===== src/rtl/apb_req_arbiter_pkg.sv =====
// Shared types and defaults for the two-master APB request arbiter.
// State encodings are fixed so they line up with the register-map documentation.
package apb_req_arbiter_pkg;

    typedef enum logic [1:0] {
        ST_IDLE   = 2'd0,
        ST_SETUP  = 2'd1,
        ST_ACCESS = 2'd2,
        ST_DONE   = 2'd3
    } arb_state_e;

    localparam logic [15:0] ERR_DATA_DEFAULT = 16'hDEAD;

endpackage


===== src/rtl/apb_req_arbiter_rr_arb2.sv =====
// Two-way round-robin picker: a lone requester wins, a tie goes to the master
// that was not granted last. Purely combinational; last_gnt lives in the parent.
module apb_req_arbiter_rr_arb2 (
    input  logic [1:0] req_i,
    input  logic       last_gnt_i,
    output logic       gnt_idx_o
);

    always_comb begin
        gnt_idx_o = 1'b0;
        case (req_i)
            2'b01:   gnt_idx_o = 1'b0;
            2'b10:   gnt_idx_o = 1'b1;
            2'b11:   gnt_idx_o = ~last_gnt_i;
            default: gnt_idx_o = 1'b0;
        endcase
    end

endmodule


===== src/rtl/apb_req_arbiter.sv =====
// Two-master to one-slave APB arbiter with registered round-robin grant and a
// slave-response timeout that completes the transfer with PSLVERR.
//
// state  | meaning
// IDLE   | no transfer; pick a winner and capture its address/data
// SETUP  | s_psel=1, s_penable=0 for one cycle
// ACCESS | s_psel=1, s_penable=1; wait for s_pready or timeout
// DONE   | one turnaround cycle with all s_* low
module apb_req_arbiter
    import apb_req_arbiter_pkg::*;
#(
    parameter int                ADDR_W      = 21,
    parameter int                DATA_W      = 16,
    parameter int                TIMEOUT_CYC = 64,
    parameter logic [DATA_W-1:0] ERR_DATA    = DATA_W'(ERR_DATA_DEFAULT)
) (
    input  logic              clk_200m,
    input  logic              rstn_200m,

    input  logic              m0_psel,
    input  logic              m0_penable,
    input  logic              m0_pwrite,
    input  logic [ADDR_W-1:0] m0_paddr,
    input  logic [DATA_W-1:0] m0_pwdata,
    output logic              m0_pready,
    output logic [DATA_W-1:0] m0_prdata,
    output logic              m0_pslverr,

    input  logic              m1_psel,
    input  logic              m1_penable,
    input  logic              m1_pwrite,
    input  logic [ADDR_W-1:0] m1_paddr,
    input  logic [DATA_W-1:0] m1_pwdata,
    output logic              m1_pready,
    output logic [DATA_W-1:0] m1_prdata,
    output logic              m1_pslverr,

    output logic              s_psel,
    output logic              s_penable,
    output logic              s_pwrite,
    output logic [ADDR_W-1:0] s_paddr,
    output logic [DATA_W-1:0] s_pwdata,
    input  logic              s_pready,
    input  logic [DATA_W-1:0] s_prdata,

    output logic              busy
);

    localparam int                TCNT_W    = (TIMEOUT_CYC > 1) ? $clog2(TIMEOUT_CYC) : 1;
    localparam logic [TCNT_W-1:0] TCNT_LAST = TCNT_W'(TIMEOUT_CYC - 1);

    arb_state_e        state_q, state_d;
    logic              gnt_q, gnt_d;
    logic              last_gnt_q, last_gnt_d;
    logic [ADDR_W-1:0] addr_q, addr_d;
    logic              write_q, write_d;
    logic [DATA_W-1:0] wdata_q, wdata_d;
    logic [TCNT_W-1:0] tcnt_q, tcnt_d;

    logic [1:0]        req;
    logic              win_idx;
    logic              cmpl;
    logic              cmpl_err;
    logic [DATA_W-1:0] rsp_data;
    logic              fwd0;
    logic              fwd1;

    assign req = {m1_psel, m0_psel};

    apb_req_arbiter_rr_arb2 u_rr_arb2 (
        .req_i      (req),
        .last_gnt_i (last_gnt_q),
        .gnt_idx_o  (win_idx)
    );

    always_ff @(posedge clk_200m or negedge rstn_200m) begin
        if (!rstn_200m) begin
            state_q    <= ST_IDLE;
            gnt_q      <= 1'b0;
            last_gnt_q <= 1'b1;
            addr_q     <= '0;
            write_q    <= 1'b0;
            wdata_q    <= '0;
            tcnt_q     <= '0;
        end else begin
            state_q    <= state_d;
            gnt_q      <= gnt_d;
            last_gnt_q <= last_gnt_d;
            addr_q     <= addr_d;
            write_q    <= write_d;
            wdata_q    <= wdata_d;
            tcnt_q     <= tcnt_d;
        end
    end

    always_comb begin
        state_d    = state_q;
        gnt_d      = gnt_q;
        last_gnt_d = last_gnt_q;
        addr_d     = addr_q;
        write_d    = write_q;
        wdata_d    = wdata_q;
        tcnt_d     = tcnt_q;
        cmpl       = 1'b0;
        cmpl_err   = 1'b0;

        case (state_q)
            ST_IDLE: begin
                if (|req) begin
                    gnt_d   = win_idx;
                    addr_d  = win_idx ? m1_paddr  : m0_paddr;
                    write_d = win_idx ? m1_pwrite : m0_pwrite;
                    wdata_d = win_idx ? m1_pwdata : m0_pwdata;
                    state_d = ST_SETUP;
                end
            end
            ST_SETUP: begin
                tcnt_d  = '0;
                state_d = ST_ACCESS;
            end
            ST_ACCESS: begin
                // A real slave response outranks a timeout landing in the same cycle.
                if (s_pready) begin
                    cmpl = 1'b1;
                end else if (tcnt_q == TCNT_LAST) begin
                    cmpl     = 1'b1;
                    cmpl_err = 1'b1;
                end else begin
                    tcnt_d = tcnt_q + 1'b1;
                end
                if (cmpl) begin
                    last_gnt_d = gnt_q;
                    state_d    = ST_DONE;
                end
            end
            ST_DONE: begin
                state_d = ST_IDLE;
            end
            default: begin
                state_d = ST_IDLE;
            end
        endcase
    end

    // Decoded straight from state so an async reset drops the slave bus at once.
    assign s_psel    = (state_q == ST_SETUP) || (state_q == ST_ACCESS);
    assign s_penable = (state_q == ST_ACCESS);
    assign s_pwrite  = s_psel & write_q;
    assign s_paddr   = s_psel ? addr_q  : '0;
    assign s_pwdata  = s_psel ? wdata_q : '0;
    assign busy      = (state_q != ST_IDLE);

    // A master that abandoned its access phase gets no response.
    assign rsp_data = cmpl_err ? ERR_DATA : s_prdata;
    assign fwd0     = cmpl & ~gnt_q & m0_psel & m0_penable;
    assign fwd1     = cmpl &  gnt_q & m1_psel & m1_penable;

    assign m0_pready  = fwd0;
    assign m0_pslverr = fwd0 & cmpl_err;
    assign m0_prdata  = fwd0 ? rsp_data : '0;

    assign m1_pready  = fwd1;
    assign m1_pslverr = fwd1 & cmpl_err;
    assign m1_prdata  = fwd1 ? rsp_data : '0;

endmodule

===== config.mk =====
export PLATFORM = sky130hd
export DESIGN_NAME = apb_req_arbiter
export DESIGN_NICKNAME = d
export VERILOG_FILES = /design/src/rtl/apb_req_arbiter_pkg.sv /design/src/rtl/apb_req_arbiter_rr_arb2.sv /design/src/rtl/apb_req_arbiter.sv
export SDC_FILE = /design/constraint.sdc
export NUM_CORES = 1
export LEC_CHECK = 0
export BUFFER_PORTS_ARGS = -buffer_cell sky130_fd_sc_hd__buf_2
export CAP_MARGIN = 20
export CELL_PAD_IN_SITES_DETAIL_PLACEMENT = 1
export CELL_PAD_IN_SITES_GLOBAL_PLACEMENT = 1
export CORE_MARGIN = 2
export CORE_UTILIZATION = 32
export CTS_CLUSTER_SIZE = 12
export DETAILED_ROUTE_END_ITERATION = 8
export GPL_TIMING_DRIVEN = 1
export MAX_ROUTING_LAYER = met4
export PLACE_DENSITY = 0.95
export SETUP_SLACK_MARGIN = 0.02
export SYNTH_ARGS = -nofsm -noshare
export SYNTH_HDL_FRONTEND = slang
export SYNTH_SLANG_ARGS = --single-unit

===== constraint.sdc =====
create_clock -name clk_200m -period 2.7 [get_ports clk_200m]
set_clock_uncertainty 0.2 [all_clocks]
set_input_delay 0.27 -clock clk_200m [delete_from_list [all_inputs] [get_ports clk_200m]]
set_output_delay 0.27 -clock clk_200m [all_outputs]
set_load 0.005 [all_outputs]

==> flow_metrics.py, run 1 <==
metrics = {
    "floorplanning": {
        "pin_count": 176,
        "die_h_um": 98.8,
        "row_count": 34,
        "start_util_pct": 33.0,
        "coreArea_um2": 8720,
        "die_w_um": 98.8,
        "die_area_um2": 9760,
    },
    "cells_and_area": {
        "areaGrowthSynthToFinish_pct": 37.6,
        "final_core_util_pct": 45.4,
        "nNetsFinal": 599,
        "num_antenna_cells": 0,
        "nFillCells": 1106,
        "drive_gt1_share_pct": 39.8,
    },
    "global_routing": {
        "grt_overflow": 0,
        "grt_pass1_wl_um": 15100,
        "grt_max_degree": 45,
        "grt.total_usage_pct": 19.3,
        "grt_pass1_vias": 3219,
        "antenna_found_initial": 0,
    },
    "power": {
        "ir_worst_vdd_mv": 0.373,
        "power.leakage_nw": 2.14,
        "powerDensity_nw_per_um2": 908,
    },
    "routing": {
        "drtIter0Drc": 53,
        "wl_met2_um": 4860,
        "vias": 2996,
        "first_pass_iters": 4,
        "drt_wl_total_um": 9110,
        "wire_per_inst_um": 15.0,
        "drcViolationCount": 0,
        "met1_length_um": 3460,
        "drtAntennaViolNets": 0,
        "routed_via_density": 4.94,
        "wl_met3_um": 554,
        "top_layer": "met4",
    },
    "clock_network": {
        "clkTransAtPathRegs_ns": 0.09,
        "clock-root-buffer": "clkbuf_8",
        "cts-buffers-inserted": 5,
        "clock-sinks": 48,
        "clk_path_buf_depth": 2,
        "h-tree-depth": 2,
        "cts_tree": "done",
        "clkLatencyLatePin_ns": 0.29,
    },
    "sta": {
        "max_freq_mhz": 407,
        "fin_crit_ns": 2.46,
        "rsz0062_at_grt": "false",
        "finalHoldViolations": 0,
        "setup_tns_ns": 0,
        "maxSlewHeadroom_pct": 34.7,
        "worst_pin_slew_ns": 0.976,
        "finalSetupViolations": 0,
        "layout_worst_path_cycle_share_pct": 91.0,
        "drv_slew": 0,
        "timing.final.ws_setup_ns": 0.244,
    },
    "worst_setup_path": {
        "startpoint": "state_q[0]",
        "crit_family": "buffers and inverters",
        "r2r_start": "state_q[0]",
        "worstPathMaxFanout": 12,
        "critPathMaxStageDelay_ns": 0.39,
        "crit_type": "reg2out",
        "path_cells": "inv_1, ha_1, buf_4, nand2_1, a21oi_1, buf_2",
        "critPathSlowestCell": "dfrtp_1",
        "arrival_ns": 1.99,
        "start_kind": "flip-flop",
        "end_kind": "output pin",
        "required_ns": 2.23,
        "crit_buf_inv": 3,
    },
    "yosys": {
        "ys_types": 37,
        "synth_top_family_by_area": "simple AND/OR/NAND/NOR gates",
        "synthMuxAreaShare_pct": 14.1,
        "synth.net_count": 434,
        "synth_compound_area_share_pct": 15.3,
        "avgSynthCellArea_um2": 8.66,
        "ys_seq_area_share_pct": 41.8,
        "yosys.area_share.simple_pct": 21.8,
        "ys_seq_elements": 48,
        "synth-async-reset-ratio_pct": 100,
        "synthAdderAreaFrac_pct": 1.31,
        "synth_edf_count": 0,
        "ys.warnings.count": 0,
        "synth_flop_cell": "dfrtp_1",
        "synthCells": 332,
        "synth-xor-area-share_pct": 0,
        "syn-cell-area_um2": 2880,
    },
    "worst_hold_path": {
        "min_from": "m0_paddr[0]",
        "min_path_type": "in2reg",
    },
    "place": {
        "hpwl_um": 7180,
        "gp_congestion": 0.870,
        "portBuffers": 175,
        "place_ws_ns": 0.492,
    },
    "job": {
        "maxCapViolCount": 0,
    },
    "run_status": {
        "run_status": "complete, no violations",
    },
}
## power by group
| part | internal [mW] | switching, mW | leakage, nW |
|---|---|---|---|
| Clock | 0.210 | 0.236 | 0.0455 |
| Sequential | 1.05 | 0.164 | 0.599 |
| Combinational | 0.878 | 1.06 | 1.49 |
| Total | 2.13 | 1.46 | 2.14 |
## routing by layer
layer  vias to the layer above  global-route usage, %
met5                         -                      -
met4                         0                   5.80
met2                       130                   36.2
li1                       1456                      -
met3                        18                   3.40
met1                      1392                   20.5
## what timing repair did
item,CTS,global route
setup endpoints to repair,0,22
setup buffers,0,2
resized for setup,0,1
endpoints found under the hold margin,20,0
hold buffers,1,0
## synthesized netlist by cell type, types with 2 or more instances
| library cell | count | area (µm²) |
|---|---|---|
| and2_1 | 38 | 238 |
| inv_1 | 7 | 26.3 |
| a21oi_1 | 28 | 140 |
| o21ai_1 | 10 | 50.1 |
| buf_6 | 2 | 22.5 |
| nand3_1 | 8 | 40.0 |
| nand4_1 | 3 | 18.8 |
| dfrtp_1 | 47 | 1180 |
| nor3_1 | 2 | 10.0 |
| nor2b_1 | 2 | 12.5 |
| buf_4 | 5 | 37.5 |
| ha_1 | 3 | 37.5 |
| o21ai_0 | 32 | 160 |
| clkbuf_1 | 13 | 48.8 |
| nor2_1 | 13 | 48.8 |
| nand2_1 | 57 | 214 |
| buf_2 | 5 | 25.0 |
| mux2i_1 | 38 | 380 |
## path summary, 6_finish.rpt
kind,to,slack (ns),cells past startpoint
max,m0_prdata[12],0.24,6
min,addr_q[0],0.05,3
max reg2reg,state_q[1],0.71,6
min reg2reg,wdata_q[8],0.28,2
max in group asynchronous,addr_q[4],1.27,3
min in group asynchronous,addr_q[18],0.26,2
## placed cells by master (no fill, tap or decap), types with 2 or more instances in the layout
cell / netlist / final
buf_2: 5 / 175
nand2_1: 57 / 56
dfrtp_1: 47 / 47
and2_1: 38 / 38
mux2i_1: 38 / 38
o21ai_0: 32 / 32
a21oi_1: 28 / 28
nor2_1: 13 / 13
o21ai_1: 10 / 9
nand3_1: 8 / 8
inv_1: 7 / 7
clkbuf_8: 0 / 6
buf_4: 5 / 6
nand4_1: 3 / 3
ha_1: 3 / 3
nor3_1: 2 / 2
nor2b_1: 2 / 2
clkbuf_1: 13 / 2
buf_12: 0 / 2
## sequential cells by signal, indices dropped and copies added (netlist names)
register / count
addr_q: 21
wdata_q: 16
tcnt_q: 6
state_q: 2
gnt_q: 1
last_gnt_q: 1
write_q: 1
## cell families after synthesis
logic type,after synthesis
AO/OA/AOI/OAI,80
adder cells (fa/ha/maj),3
buffers and inverters,33
flip-flops,48
multiplexers,40
AND/OR/NAND/NOR,128
## worst min-delay path: stages
cell and delay [ns]:
buf_2 0.07, mux2i_1 0.06, o21ai_1 0.11
## cell type report
class	count	area (µm²)	share of cell area [%]
sequential	48	1200	30.4
clock buffer	8	90.1	2.28
inverter	7	26.3	0.664
timing repair buffer	184	971	24.5
tap	108	135	3.42
multi-input combinational	251	1530	38.7
## through the flow
step,power (mW),std cells,hold slack [ns],area (µm²)
after floorplan,2.34,332,-0.226,2880
after global placement,3.08,595,0.0666,3840
after detailed placement,3.18,595,0.0776,3840
after CTS,3.64,604,0.0387,3940
after global routing,3.92,606,0.0573,3960
final,3.59,606,0.0457,3960
Power figures use the tool's default switching activity.
==> run 2: changes to the inputs <==
--- a/config.mk
+++ b/config.mk
@@ -10,4 +10,5 @@
 export CELL_PAD_IN_SITES_DETAIL_PLACEMENT = 1
 export CELL_PAD_IN_SITES_GLOBAL_PLACEMENT = 1
+export CORE_ASPECT_RATIO = 0.5
 export CORE_MARGIN = 2
 export CORE_UTILIZATION = 32
==> constraint.sdc (replaced) <==
create_clock -name clk_200m -period 2.7 [get_ports clk_200m]
set_clock_uncertainty 0.2 [all_clocks]
set_input_delay 0.135 -clock clk_200m [delete_from_list [all_inputs] [get_ports clk_200m]]
set_output_delay 0.135 -clock clk_200m [all_outputs]
set_load 0.005 [all_outputs]
==> flow_metrics.py, run 2 (synthesis gave the netlist of run 1 again) <==
metrics = {
    "global_routing": {
        "grt_pass1_vias": 3653,
        "antenna_found_initial": 1,
        "grt_pass1_wl_um": 18700,
        "grt_max_degree": 42,
        "grt_overflow": 0,
        "grt.total_usage_pct": 24.7,
    },
    "sta": {
        "layout_worst_path_cycle_share_pct": 90.6,
        "worst_pin_slew_ns": 0.954,
        "finalHoldViolations": 1,
        "maxSlewHeadroom_pct": 36.2,
        "finalSetupViolations": 0,
        "fin_crit_ns": 2.45,
        "max_freq_mhz": 409,
        "drv_slew": 0,
        "whs_ns": -0.00978,
        "setup_tns_ns": 0,
        "rsz0062_at_grt": "false",
    },
    "clock_network": {
        "ctsResizeCount": 0,
        "cts_hold_buf": 71,
        "clk_path_buf_depth": 2,
        "postCtsSetupBuffers": 0,
        "clkTransAtPathRegs_ns": 0.07,
        "cts-buffers-inserted": 5,
        "cts_tree": "done",
        "clkLatencyLatePin_ns": 0.29,
        "clock-root-buffer": "clkbuf_16",
        "clock-sinks": 48,
        "h-tree-depth": 2,
    },
    "routing": {
        "drcViolationCount": 0,
        "vias": 3401,
        "wire_per_inst_um": 17.1,
        "first_pass_iters": 4,
        "routed_via_density": 4.96,
        "drt_wl_total_um": 11700,
        "drtIter0Drc": 93,
        "drtAntennaViolNets": 0,
    },
    "floorplanning": {
        "die_h_um": 71.0,
        "die_w_um": 138,
        "start_util_pct": 33.0,
        "die_area_um2": 9810,
        "coreArea_um2": 8710,
        "row_count": 24,
        "pin_count": 176,
    },
    "run_status": {
        "run_status": "finished with violations",
        "violations": "hold timing",
    },
    "cells_and_area": {
        "nNetsFinal": 669,
        "regMostFlops": "addr_q",
        "final_cell_mix": "buf_2, dlygate4sd3_1, nand2_1",
        "largest_reg_flops": 21,
        "final_common_cell": "buf_2",
        "largest_registers": "addr_q (21), wdata_q (16), tcnt_q (6)",
        "areaGrowthSynthToFinish_pct": 64.1,
        "drive_gt1_share_pct": 34.7,
    },
    "worst_setup_path": {
        "end_kind": "flip-flop",
        "r2r_cells": 5,
        "crit_type": "reg2reg",
        "worstPathMaxFanout": 39,
        "startpoint": "last_gnt_q",
        "r2r_start": "last_gnt_q",
        "start_kind": "flip-flop",
        "arrival_ns": 2.39,
        "required_ns": 2.65,
    },
    "job": {
        "maxCapViolCount": 0,
    },
    "worst_hold_path": {
        "min_path_type": "in2reg",
        "min_from": "m1_paddr[18]",
        "whs_path_depth": 3,
    },
    "power": {
        "ir_worst_vdd_mv": 0.429,
        "power.leakage_nw": 2.45,
        "powerDensity_nw_per_um2": 867,
    },
    "place": {
        "hpwl_um": 7070,
        "gp_congestion": 0.768,
        "portBuffers": 175,
    },
}
## run 2: layout make-up
class	instances	area (µm²)
diodes	1	2.50
clock buffers	6	139
clock inverters	2	10.0
fillers	1059	3990
inverters	7	26.3
multi-input cells	251	1530
flip-flops and latches	48	1200
well taps	117	146
repair buffers	254	1660
## run 2: worst max-delay path: stages (launching register included)
cell,delay [ns]
dfstp_2,0.39
a21boi_4,0.14
buf_4,0.56
mux2i_1,0.29
dlygate4sd3_1,0.60
o21ai_0,0.11
## run 2: metrics by stage
step           setup WS, ns  instance area [µm²]  cells  total power, mW  util, %
5_1_grt               0.117                 4720    686             4.40     54.2
4_1_cts               0.301                 4700    683             3.99     53.9
6_report              0.254                 4720    686             4.09     54.2
3_3_place_gp          0.670                 3840    604             3.08     44.1
2_1_floorplan         0.953                 2880    332             2.34        -
3_5_place_dp          0.676                 3840    604             3.20     44.1
## run 2: per-layer routing
layer  part of all wire [%]  vias up  track usage (%)
met1                     38     1615             25.2
met4                    4.9        0             12.0
met2                     52      139             46.1
met5                      0        -                -
met3                    4.9       45             5.08
li1                       -     1602                -
## run 2: worst paths after layout
kind,to,slack [ns]
min in group asynchronous,addr_q[1],0.06
worst max-delay path,write_q,0.25
max in group asynchronous,addr_q[16],1.47
worst min-delay path,addr_q[18],-0.01
worst max register to register,write_q,0.25
worst min register to register,addr_q[16],0.28
## run 2: where the power goes
part           total, mW  internal (mW)  switching, mW
combinational       2.20           1.01           1.19
clock              0.636          0.366          0.271
sequential          1.26           1.05          0.205
